[src/rtl/pixel_scan_gen.sv]
// ---------------------------------------------------------------------------
// pixel_scan_gen
//   Raster pixel-coordinate generator with a ready/valid output stream and
//   frame-synchronous configuration shadowing.
//
//   After a start request the block emits a one-cycle sof, idles for
//   PRIME_CYCLES cycles so that downstream per-frame constants can settle,
//   and then steps x/y through the frame in raster order. x/y advance only
//   on a transfer (pix_valid & pix_ready). Configuration written through
//   cfg_update is held in shadow registers and becomes active only on
//   PRIME entry, so a frame never sees its parameters change mid-scan.
//
//   Optional feature macro: PIXEL_SCAN_CONTINUOUS_EN
//     defined   : the eof transfer re-enters PRIME directly (free-running)
//     undefined : the eof transfer returns to IDLE and waits for start
//
//   Ports
//     clk, rst_n        clock (rising edge), async active-low reset
//     start             frame request, honoured in IDLE only
//     cfg_update        one-cycle pulse capturing cfg_* into the shadows
//     cfg_zoom          new zoom
//     cfg_real_center   new real centre (signed)
//     cfg_imag_center   new imaginary centre (signed)
//     x, y              pixel column / row
//     pix_valid         x/y valid
//     pix_ready         downstream accepts
//     sof               start-of-frame pulse (first PRIME cycle)
//     eol, eof          last pixel of line / frame
//     ZOOM              active zoom
//     real_center       active real centre
//     imag_center       active imaginary centre
//     busy              FSM not in IDLE
//     frame_done        one-cycle pulse after the final transfer
// ---------------------------------------------------------------------------
module pixel_scan_gen #(
  parameter int unsigned SCREEN_WIDTH  = 512,
  parameter int unsigned SCREEN_HEIGHT = 512,
  parameter int unsigned WORD_LENGTH   = 64,
  parameter int unsigned PRIME_CYCLES  = 3,
  parameter logic [31:0] RESET_ZOOM    = 32'd1
) (
  input  logic                          clk,
  input  logic                          rst_n,
  input  logic                          start,
  input  logic                          cfg_update,
  input  logic [31:0]                   cfg_zoom,
  input  logic signed [WORD_LENGTH-1:0] cfg_real_center,
  input  logic signed [WORD_LENGTH-1:0] cfg_imag_center,
  output logic [10:0]                   x,
  output logic [10:0]                   y,
  output logic                          pix_valid,
  input  logic                          pix_ready,
  output logic                          sof,
  output logic                          eol,
  output logic                          eof,
  output logic [31:0]                   ZOOM,
  output logic signed [WORD_LENGTH-1:0] real_center,
  output logic signed [WORD_LENGTH-1:0] imag_center,
  output logic                          busy,
  output logic                          frame_done
);

  typedef enum logic [1:0] {
    ST_IDLE,
    ST_PRIME,
    ST_SCAN
  } state_t;

  localparam logic [10:0] LP_X_LAST     = 11'(SCREEN_WIDTH - 1);
  localparam logic [10:0] LP_Y_LAST     = 11'(SCREEN_HEIGHT - 1);
  localparam logic [3:0]  LP_PRIME_LAST = 4'(PRIME_CYCLES - 1);

  state_t                        r_state;
  logic [10:0]                   r_x;
  logic [10:0]                   r_y;
  logic                          r_pix_valid;
  logic                          r_sof;
  logic                          r_frame_done;
  logic [3:0]                    r_prime_cnt;
  logic [31:0]                   r_zoom;
  logic signed [WORD_LENGTH-1:0] r_real;
  logic signed [WORD_LENGTH-1:0] r_imag;
  logic [31:0]                   r_sh_zoom;
  logic signed [WORD_LENGTH-1:0] r_sh_real;
  logic signed [WORD_LENGTH-1:0] r_sh_imag;
  logic                          r_pending;

  logic w_xfer;
  logic w_eol;
  logic w_eof;
  logic w_restart;
  logic w_enter_prime;

  assign w_xfer = r_pix_valid & pix_ready;
  assign w_eol  = r_pix_valid & (r_x == LP_X_LAST);
  assign w_eof  = w_eol & (r_y == LP_Y_LAST);

`ifdef PIXEL_SCAN_CONTINUOUS_EN
  assign w_restart = (r_state == ST_SCAN) & w_xfer & w_eof;
`else
  assign w_restart = 1'b0;
`endif

  // Both routes into PRIME share the sof / config-apply handling below.
  assign w_enter_prime = ((r_state == ST_IDLE) & start) | w_restart;

  always_ff @(posedge clk or negedge rst_n) begin
    if (!rst_n) begin
      r_state      <= ST_IDLE;
      r_x          <= '0;
      r_y          <= '0;
      r_pix_valid  <= 1'b0;
      r_sof        <= 1'b0;
      r_frame_done <= 1'b0;
      r_prime_cnt  <= '0;
      r_zoom       <= RESET_ZOOM;
      r_real       <= '0;
      r_imag       <= '0;
      r_sh_zoom    <= '0;
      r_sh_real    <= '0;
      r_sh_imag    <= '0;
      r_pending    <= 1'b0;
    end else begin
      r_sof        <= 1'b0;
      r_frame_done <= 1'b0;

      if (cfg_update) begin
        r_sh_zoom <= cfg_zoom;
        r_sh_real <= cfg_real_center;
        r_sh_imag <= cfg_imag_center;
        r_pending <= 1'b1;
      end

      unique case (r_state)
        ST_IDLE: begin
          if (start) begin
            r_state <= ST_PRIME;
          end
        end
        ST_PRIME: begin
          if (r_prime_cnt == '0) begin
            r_state     <= ST_SCAN;
            r_pix_valid <= 1'b1;
          end else begin
            r_prime_cnt <= r_prime_cnt - 4'd1;
          end
        end
        ST_SCAN: begin
          if (w_xfer) begin
            if (w_eof) begin
              r_x          <= '0;
              r_y          <= '0;
              r_pix_valid  <= 1'b0;
              r_frame_done <= 1'b1;
              r_state      <= w_restart ? ST_PRIME : ST_IDLE;
            end else if (w_eol) begin
              r_x <= '0;
              r_y <= r_y + 11'd1;
            end else begin
              r_x <= r_x + 11'd1;
            end
          end
        end
        default: begin
          r_state <= ST_IDLE;
        end
      endcase

      // Apply uses the shadow contents from before this edge; a coincident
      // cfg_update therefore stays pending (its set above is re-asserted).
      if (w_enter_prime) begin
        r_sof       <= 1'b1;
        r_prime_cnt <= LP_PRIME_LAST;
        if (r_pending) begin
          r_zoom    <= r_sh_zoom;
          r_real    <= r_sh_real;
          r_imag    <= r_sh_imag;
          r_pending <= cfg_update;
        end
      end
    end
  end

  assign x           = r_x;
  assign y           = r_y;
  assign pix_valid   = r_pix_valid;
  assign sof         = r_sof;
  assign eol         = w_eol;
  assign eof         = w_eof;
  assign ZOOM        = r_zoom;
  assign real_center = r_real;
  assign imag_center = r_imag;
  assign busy        = (r_state != ST_IDLE);
  assign frame_done  = r_frame_done;

endmodule

[config.mk]
export PLATFORM = sky130hd
export DESIGN_NAME = pixel_scan_gen
export DESIGN_NICKNAME = d
export VERILOG_FILES = /design/src/rtl/pixel_scan_gen.sv
export SDC_FILE = /design/constraint.sdc
export NUM_CORES = 1
export LEC_CHECK = 0
export CORE_MARGIN = 2
export CORE_UTILIZATION = 49
export CTS_BUF_LIST = sky130_fd_sc_hd__clkbuf_16
export CTS_CLUSTER_SIZE = 40
export DETAILED_ROUTE_END_ITERATION = 8
export PLACE_DENSITY = 0.8
export SLEW_MARGIN = 30
export SYNTH_ARGS = -nofsm -noshare
export SYNTH_HDL_FRONTEND = slang
export SYNTH_SLANG_ARGS = --single-unit
[constraint.sdc]
create_clock -name clk -period 2.01 [get_ports clk]
set_input_delay 0.3015 -clock clk [delete_from_list [all_inputs] [get_ports clk]]
set_output_delay 0.3015 -clock clk [all_outputs]
set_load 0.02 [all_outputs]
==> results.cfg, run 1 <==
[yosys]
ys_seq_area_share_pct = 63.9
syn_area_um2 = 13800
synth_top_area_cell = dfrtp_1
synthDominantCellAreaShare_pct = 63.7
yosysUniqueCellTypes = 37
yosysWarnings = 0
synth_top_flop_cell = dfrtp_1
synth_area_leaders = dfrtp_1 (64%), mux2_2 (18%), mux2_4 (11%)
synth-edff-count = 0
syn_inst = 830
yosysMostFrequentCell = dfrtp_1
synthArstFlopShare_pct = 100
ys_seq_elements = 352
synth.avg_cell_area_um2 = 16.6
syn-num-nets = 998
synth_commonest_cells = dfrtp_1 (351), mux2_2 (220), mux2_4 (101)

[timing]
tightest_slew_ns = 0.503
relSlewSlack_pct = 66.5
max_clock_freq_ghz = 0.486
min_period_ns = 2.06
setup_ws_ns = -0.0456
finClkSkew_ns = 0.0233
final_max_slew_viol_count = 0
hold_viol_final = 0
setup_viol = 2
fin_crit_sh_pct = 102
rsz0062_at_grt = yes

[worst_setup_path]
reg2reg_to = imag_center[7]
worstPathCellList = ha_2, and4bb_2, nand4_1, nor2_2, buf_6
critPathTopFamily = simple AND/OR/NAND/NOR gates
r2r_cells = 5
crit_arrival_ns = 1.75
end_kind = output port
r2r_start = r_state[0]
rrSetupSlack_ns = 0.23
path_class = reg -> out
critPathMaxFanout = 3
slowest_delay_ns = 0.35
cp_slowest_cell = dfrtp_1
cp_num_buf_inv = 1
required_ns = 1.71
crit_path_start_kind = register

[global_routing]
grt.overflow.total = 0
grt_util_all_layers_pct = 21.5
grt_pass1_wl_mm = 49.2
grt_pass1_vias = 8920
grt_max_degree = 98
antenna_found_initial = 0

[worst_hold_path]
min_path_cells = 2
whs_endpoint = r_sh_imag[30]
hp-start = cfg_update
min_path_type = in -> reg

[run_status]
status = finished, violations left
failed_checks = negative setup slack

[floorplan]
core-area_um2 = 27700
rows = 61
die_area_um2 = 29500
die_w_um = 172
ios = 353
start_util_pct = 49.7
die_h_um = 172

[cells_and_area]
fillerInstances = 1847
drive_above_1_share_pct = 35.2
final_cells = 1651
fin_nets = 1411
final_util_pct = 69.8
synthToLayoutAreaGrowth_pct = 40.3

[power_and_ir_drop]
irDropWorstVdd_mv = 0.991
power.leakage_uw = 0.00841
p_per_area_nw_per_um2 = 1430

[routing]
vias = 8357
drt_iter0_drc = 384
vias_per_cell = 5.06
drc_errors = 0
drtAntennaViolNets = 0
dr.pass1.iters = 4
avgRoutedWirePerCell_um = 19.3
wl_mm = 31.8

[placed_design]
dp.cells = 1578
place_congestion = 0.811
io_buffer_count = 352
hpwl_mm = 22.0

[cts]
clockBufferDepth = 3
root_buffer = clkbuf_16
cts_buffers = 37
cts_tree = done
h-tree-depth = 2
clock-sinks = 352
clk_pin_slew_ns = 0.06
clock_latency_ns = 0.52

[run]
maxCapViolCount = 0
worst max path at each step:
stage,from,end,slack [ns],cells after the start
floorplan,x[0],eof,0.12,4
global placement,x[0],eof,-0.006,5
detailed placement,x[1],eof,-0.01,5
CTS,y[0],eof,-0.08,5
global route,y[0],eof,-0.14,5
finish,y[1],eof,-0.05,5
cell type report:
type	instances	area (µm²)	area share, %
timing repair buffer	412	4190	21.7
clock inverter	29	154	0.796
clock buffer	39	976	5.05
sequential	352	8810	45.6
antenna	1	2.50	0.0129
multi-input combinational	433	4700	24.3
inverter	7	26.3	0.136
tap	378	473	2.45
power breakdown:
part | switching [µW] | internal [µW]
clock | 2700 | 3630
combinational | 4670 | 6130
sequential | 1240 | 9190
total | 8610 | 19000
layout by cell type, fill, tap and decap left out, types with 2 or more instances in the layout:
cell type / Yosys / routed
and3_1: 4 / 3
and4bb_2: 2 / 2
dlymetal6s2s_1: 0 / 2
nor2_1: 16 / 15
and4_1: 2 / 2
xor2_1: 6 / 6
o31ai_1: 2 / 2
ha_2: 0 / 2
buf_12: 0 / 16
mux2_2: 220 / 220
inv_1: 7 / 11
dfrtp_1: 351 / 351
nor3_1: 4 / 4
clkdlybuf4s50_1: 0 / 345
o211ai_1: 2 / 2
buf_6: 11 / 3
a21oi_1: 3 / 3
mux2_4: 101 / 101
clkinv_1: 0 / 11
nand3_1: 9 / 9
nand4_1: 9 / 9
buf_4: 2 / 43
clkinv_2: 0 / 11
xnor2_1: 11 / 11
nand2_1: 20 / 20
clkbuf_16: 0 / 39
o21ai_0: 4 / 4
and2_1: 2 / 2
a31oi_1: 2 / 2
through the flow:
stage / area [µm²] / TNS [ns] / hold WS, ns / total power [µW] / setup WS [ns]
2_1_floorplan: 13800 / 0 / 0.00591 / 16200 / 0.124
3_3_place_gp: 18200 / -0.00600 / 0.191 / 21000 / -0.00600
3_5_place_dp: 18200 / -0.0116 / 0.190 / 21300 / -0.0116
4_1_cts: 19300 / -0.119 / 0.205 / 27900 / -0.0797
5_1_grt: 19300 / -0.274 / 0.219 / 28800 / -0.145
6_report: 19300 / -0.0783 / 0.221 / 27600 / -0.0456
per-layer routing:
metal	track usage (%)	routed length, µm	vias up	share of wire [%]
met1	26.5	12700	4293	40
met2	36.8	16000	254	50
li1	-	-	3753	-
met5	0	0	-	0
met4	6.93	910	0	2.9
met3	5.84	2240	57	7.0
sequential cells by signal, indices dropped and copies added, names as in the netlist:
| name | cells |
|---|---|
| r_pending | 1 |
| r_prime_cnt | 4 |
| r_sh_imag | 64 |
| ZOOM | 32 |
| sof | 1 |
| pix_valid | 1 |
| r_state | 2 |
| y | 11 |
| imag_center | 64 |
| r_sh_real | 64 |
| r_sh_zoom | 32 |
| frame_done | 1 |
| x | 11 |
| real_center | 64 |
cells by family (layout without fill, tap and decap cells):
| logic type | count (synthesis) | after routing | synth area share, % |
|---|---|---|---|
| compound gates | 14 | 14 | 0.617 |
| xor+xnor | 17 | 17 | 1.08 |
| fa+ha+maj | 3 | 3 | 0.272 |
| buf+inv | 45 | 487 | 2.06 |
| flops | 352 | 352 | 63.9 |
| mux | 321 | 321 | 29.0 |
| other cells | 0 | 1 | 0 |
| simple gates | 78 | 78 | 3.08 |
timing repair:
item	4_1_cts	5_1_grt
endpoints found under the hold margin	70	0
setup endpoints to repair	3	4
resized for setup	14	5
hold buffers	1	0
pin swaps	1	1
buffers inserted	3	0
(Power assumes the default switching activity.)
==> inputs of run 2 (changes only) <==
Settings changed: CORE_ASPECT_RATIO from default to 1.1.
Clock period 2.01 ns to 2.1 ns, I/O delays scaled along.
==> run 2 against run 1 <==
Effect of this change: the flow now finishes without violations; sequential cell count unchanged; power decreased by 3.7%; utilization decreased by 0.089 points; critical path type unchanged; critical endpoint unchanged; largest cell class unchanged.
==> results.cfg, run 2 (synthesis results as in run 1) <==
[run_status]
status = completed

[floorplan]
start_util_pct = 49.7
rows = 64
die_area_um2 = 29500
ios = 353
die_w_um = 164
die_h_um = 180
core-area_um2 = 27700

[cts]
h-tree-depth = 2
root_buffer = clkbuf_16
clock_latency_ns = 0.51
clockBufferDepth = 3
cts_buffers = 37
clk_pin_slew_ns = 0.06
cts_tree = done
clock-sinks = 352

[cells_and_area]
fin_nets = 1409
fillerInstances = 1910
fin_area_um2 = 19300
final_cell_mix = dfrtp_1 (351), clkdlybuf4s50_1 (347), mux2_2 (220)
synthToLayoutAreaGrowth_pct = 40.1
drive_above_1_share_pct = 34.9
layout_commonest_cell = dfrtp_1
multi_input_area_um2 = 4700
regArea_um2 = 8810

[worst_setup_path]
crit_arrival_ns = 1.77
cp_slowest_cell = dfrtp_1
r2r_start = x[0]
slowest_delay_ns = 0.35
path_class = reg -> out
required_ns = 1.78
rrSetupSlack_ns = 0.30
critPathMaxFanout = 3
crit_path_start_kind = register
reg2reg_to = y[3]
r2r_cells = 6
worstPathCellList = ha_1, and4bb_2, nand4_1, nor2_1, buf_4
end_kind = output port

[timing]
setup_viol = 0
tightest_slew_ns = 0.536
setup_ws_ns = 0.0166
finClkSkew_ns = 0.0156
relSlewSlack_pct = 64.2
min_period_ns = 2.08
max_clock_freq_ghz = 0.480
rsz0062_at_grt = yes
hold_viol_final = 0
final_max_slew_viol_count = 0
fin_crit_sh_pct = 99.2

[routing]
drtAntennaViolNets = 0
drc_errors = 0
drt_iter0_drc = 444
vias_per_cell = 5.11
avgRoutedWirePerCell_um = 19.3
dr.pass1.iters = 5
wl_mm = 31.6
vias = 8338

[power_and_ir_drop]
power.leakage_uw = 0.00838
pwr-share-comb_pct = 38.9
irDropWorstVdd_mv = 0.868
p_per_area_nw_per_um2 = 1370
power_uw = 26500
swShare_pct = 31.2
intPower_uw = 18300
p_sw_uw = 8280
p_clk_share_pct = 23.4
seq_power_share_pct = 37.7

[placed_design]
place_congestion = 0.915
place_ws_ns = 0.0534
io_buffer_count = 352
placed_cell_area_um2 = 18100
hpwl_mm = 22.6

[global_routing]
grt_util_all_layers_pct = 21.7
grt_pass1_vias = 9263
grt_pass1_wl_mm = 50.6
grt.overflow.total = 0
grt_max_degree = 65
antenna_found_initial = 2

[worst_hold_path]
whs_endpoint = r_pending
min_path_type = in -> reg
hp-start = cfg_update
min_path_cells = 2

[run]
maxCapViolCount = 0
## run 2: changes by cell type in the layout (fill, tap and decap cells not counted), sizes merged
cell	change
buf	-2
bufinv	+1
clkdlybuf4s50	+2
clkinv	-8
clkinvlp	+1
diode	+1
dlymetal6s2s	-2
inv	+3
## run 2: final cells by class
type	count	share of cell area (%)
multi-input combinational	433	24.3
timing repair buffer	410	21.6
tap	363	2.35
inverter	7	0.136
sequential	352	45.6
clock inverter	26	0.927
antenna	2	0.0259
clock buffer	39	5.05
## run 2: critical path, delay by kind of cell (launching register included)
kind	cells	cell delay, ns
and+or+nand+nor	3	0.58
DFF	1	0.35
adders and majority gates	1	0.18
buffers and inverters	1	0.16
## run 2: power by group through the flow
stage	logic (µW)	clock network (µW)	registers, µW
floorplan	3610	0	11900
global placement	10200	0	10000
detailed placement	10400	0	10100
CTS	10400	6370	10000
global route	10900	6660	10300
finish	10300	6220	10000
## run 2: worst max-delay path by stage
stage | start | depth (start not counted) | endpoint | slack, ns
after floorplan | x[0] | 4 | eof | 0.20
after global placement | x[0] | 5 | eof | 0.08
after detailed placement | x[0] | 5 | eof | 0.05
after CTS | y[0] | 5 | eof | -0.01
after global routing | x[0] | 5 | eof | -0.12
final | y[1] | 5 | eof | 0.02
## run 2: through the flow
stage	setup TNS [ns]	util [%]	hold WS, ns	cells
floorplan	0	-	0.0194	830
global placement	0	65.5	0.305	1563
detailed placement	0	65.5	0.308	1563
CTS	-0.0138	69.6	0.248	1629
global route	-0.127	69.7	0.269	1632
finish	0	69.7	0.266	1632
## run 2: what timing repair did
item	in CTS	in global routing
pin swaps	2	3
endpoints found under the hold margin	55	0
resized for setup	10	2
hold buffers	1	0
buffers inserted	0	1
setup endpoints to repair	3	2
## run 2: routing by layer
metal	track usage, %	routed length [µm]
met1	26.5	12600
met2	36.4	15600
met3	5.28	1950
met4	9.89	1380
met5	0	0
==> inputs of run 3 (changes only) <==
Clock period 2.1 ns to 2.2 ns, I/O delays scaled along.
==> run 3 against run 2 <==
Effect of this change: final area fell by 0.18%; via count rose by 0.74%; first-iteration DRC count fell by 20%; die area did not move; utilization fell by 0.12 points; routed wire length rose by 1.5%; register-to-register slack barely moved; sequential cell count did not move; sequential share of layout area rose by 0.080 points; largest power group unchanged; clock power fell by 3%.
==> results.cfg, run 3 (synthesis results as in run 1) <==
[global_routing]
grt_pass1_wl_mm = 51.0
grt_util_all_layers_pct = 21.9
grt.overflow.total = 0
grt_pass1_vias = 9124
grt_max_degree = 65
antenna_found_initial = 1

[power_and_ir_drop]
p_per_area_nw_per_um2 = 1320
power.leakage_uw = 0.00834
power_uw = 25400
irDropWorstVdd_mv = 0.876

[floorplan]
rows = 64
ios = 353
start_util_pct = 49.7
die_area_um2 = 29500
core-area_um2 = 27700
die_h_um = 180
die_w_um = 164

[cells_and_area]
synthToLayoutAreaGrowth_pct = 39.8
fin_area_um2 = 19300
layout_commonest_cell = dfrtp_1
fin_nets = 1402
drive_above_1_share_pct = 34.5
final_cells = 1624
final_cell_mix = dfrtp_1 (351), clkdlybuf4s50_1 (348), mux2_2 (220)

[routing]
vias = 8400
drt_iter0_drc = 354
drtAntennaViolNets = 0
drc_errors = 0
vias_per_cell = 5.17
dr.pass1.iters = 4
wl_mm = 32.0
avgRoutedWirePerCell_um = 19.7

[placed_design]
hpwl_mm = 22.4
place_congestion = 0.876
io_buffer_count = 352
placed_cell_area_um2 = 18100
dp.cells = 1553

[timing]
fin_crit_sh_pct = 96.4
finClkSkew_ns = 0.0209
hold_viol_final = 0
relSlewSlack_pct = 66.5
rsz0062_at_grt = no
tightest_slew_ns = 0.503
setup_viol = 0
min_period_ns = 2.12
final_max_slew_viol_count = 0
max_clock_freq_ghz = 0.472

[run]
maxCapViolCount = 0

[worst_setup_path]
end_kind = output port
cp_num_buf_inv = 1
worstPathCellList = ha_2, and4bb_2, nand4_1, nor2_2, buf_4
critPathMaxFanout = 3
crit_arrival_ns = 1.79
crit_path_start_kind = register
critPathTopFamily = simple AND/OR/NAND/NOR gates
required_ns = 1.87
cp_slowest_cell = dfrtp_1
slowest_delay_ns = 0.36
path_class = reg -> out

[cts]
clk_pin_slew_ns = 0.06
root_buffer = clkbuf_16
h-tree-depth = 2
cts_tree = done
clock-sinks = 352
clockBufferDepth = 3
clock_latency_ns = 0.52
cts_buffers = 37

[run_status]
status = completed

[worst_hold_path]
min_path_type = in -> reg
## run 3: cell types whose count changed in the layout (fill, tap and decap cells not counted), sizes merged
cell,previous run,this run
bufinv,2,3
diode,2,1
clkdlybuf4s50,347,348
dlygate4sd2,1,0
buf,61,54
inv,16,15
## run 3: timing repair
| item | 4_1_cts | 5_1_grt |
|---|---|---|
| hold endpoints to repair | 50 | 0 |
| setup buffers | 1 | 3 |
| hold buffers | 1 | 0 |
| endpoints found under the setup margin | 2 | 2 |
| resized for setup | 7 | 8 |
| pin swaps | 1 | 3 |
## run 3: area by class of cell
cell class / count / area [µm²]
diodes: 1 / 2.50
clock buffers: 39 / 976
clock inverters: 26 / 190
fillers: 1903 / 8430
inverters: 7 / 26.3
multi-input cells: 433 / 4700
flip-flops and latches: 352 / 8810
well taps: 363 / 454
repair buffers: 403 / 4110
## run 3: where the power goes
part	switching (µW)	total [µW]	leakage (µW)	internal, µW
Combinational	4260	9840	0.00357	5580
Sequential	1160	9560	0.00417	8400
Clock	2480	6020	0.000596	3540
## run 3: through the flow
stage,setup slack (ns),hold WS [ns],utilization (%),TNS [ns]
after floorplan,0.286,0.0344,-,0
after global placement,0.151,0.310,65.2,0
after detailed placement,0.122,0.310,65.2,0
after CTS,-0.0436,0.291,69.4,-0.0436
after global routing,0.00245,0.307,69.6,0
final,0.0795,0.306,69.6,0
## run 3: path summary, 6_finish.rpt
path | slack (ns) | to | startpoint | cells past startpoint
worst max-delay path | 0.08 | eof | y[0] | 5
worst min-delay path | 0.31 | r_pending | cfg_update | 2
worst max register to register | 0.30 | y[3] | x[1] | 7
worst min register to register | 0.49 | r_pending | r_pending | 1
max in group asynchronous | 1.09 | real_center[33] | rst_n | 3
min in group asynchronous | 0.35 | r_sh_imag[13] | rst_n | 2
## run 3: layer usage
metal,vias up,track usage [%],wire (µm)
met1,4286,27.2,12800
li1,3734,-,-
met3,77,5.33,2020
met4,0,8.88,1310
met2,303,36.6,15900
met5,-,0,0
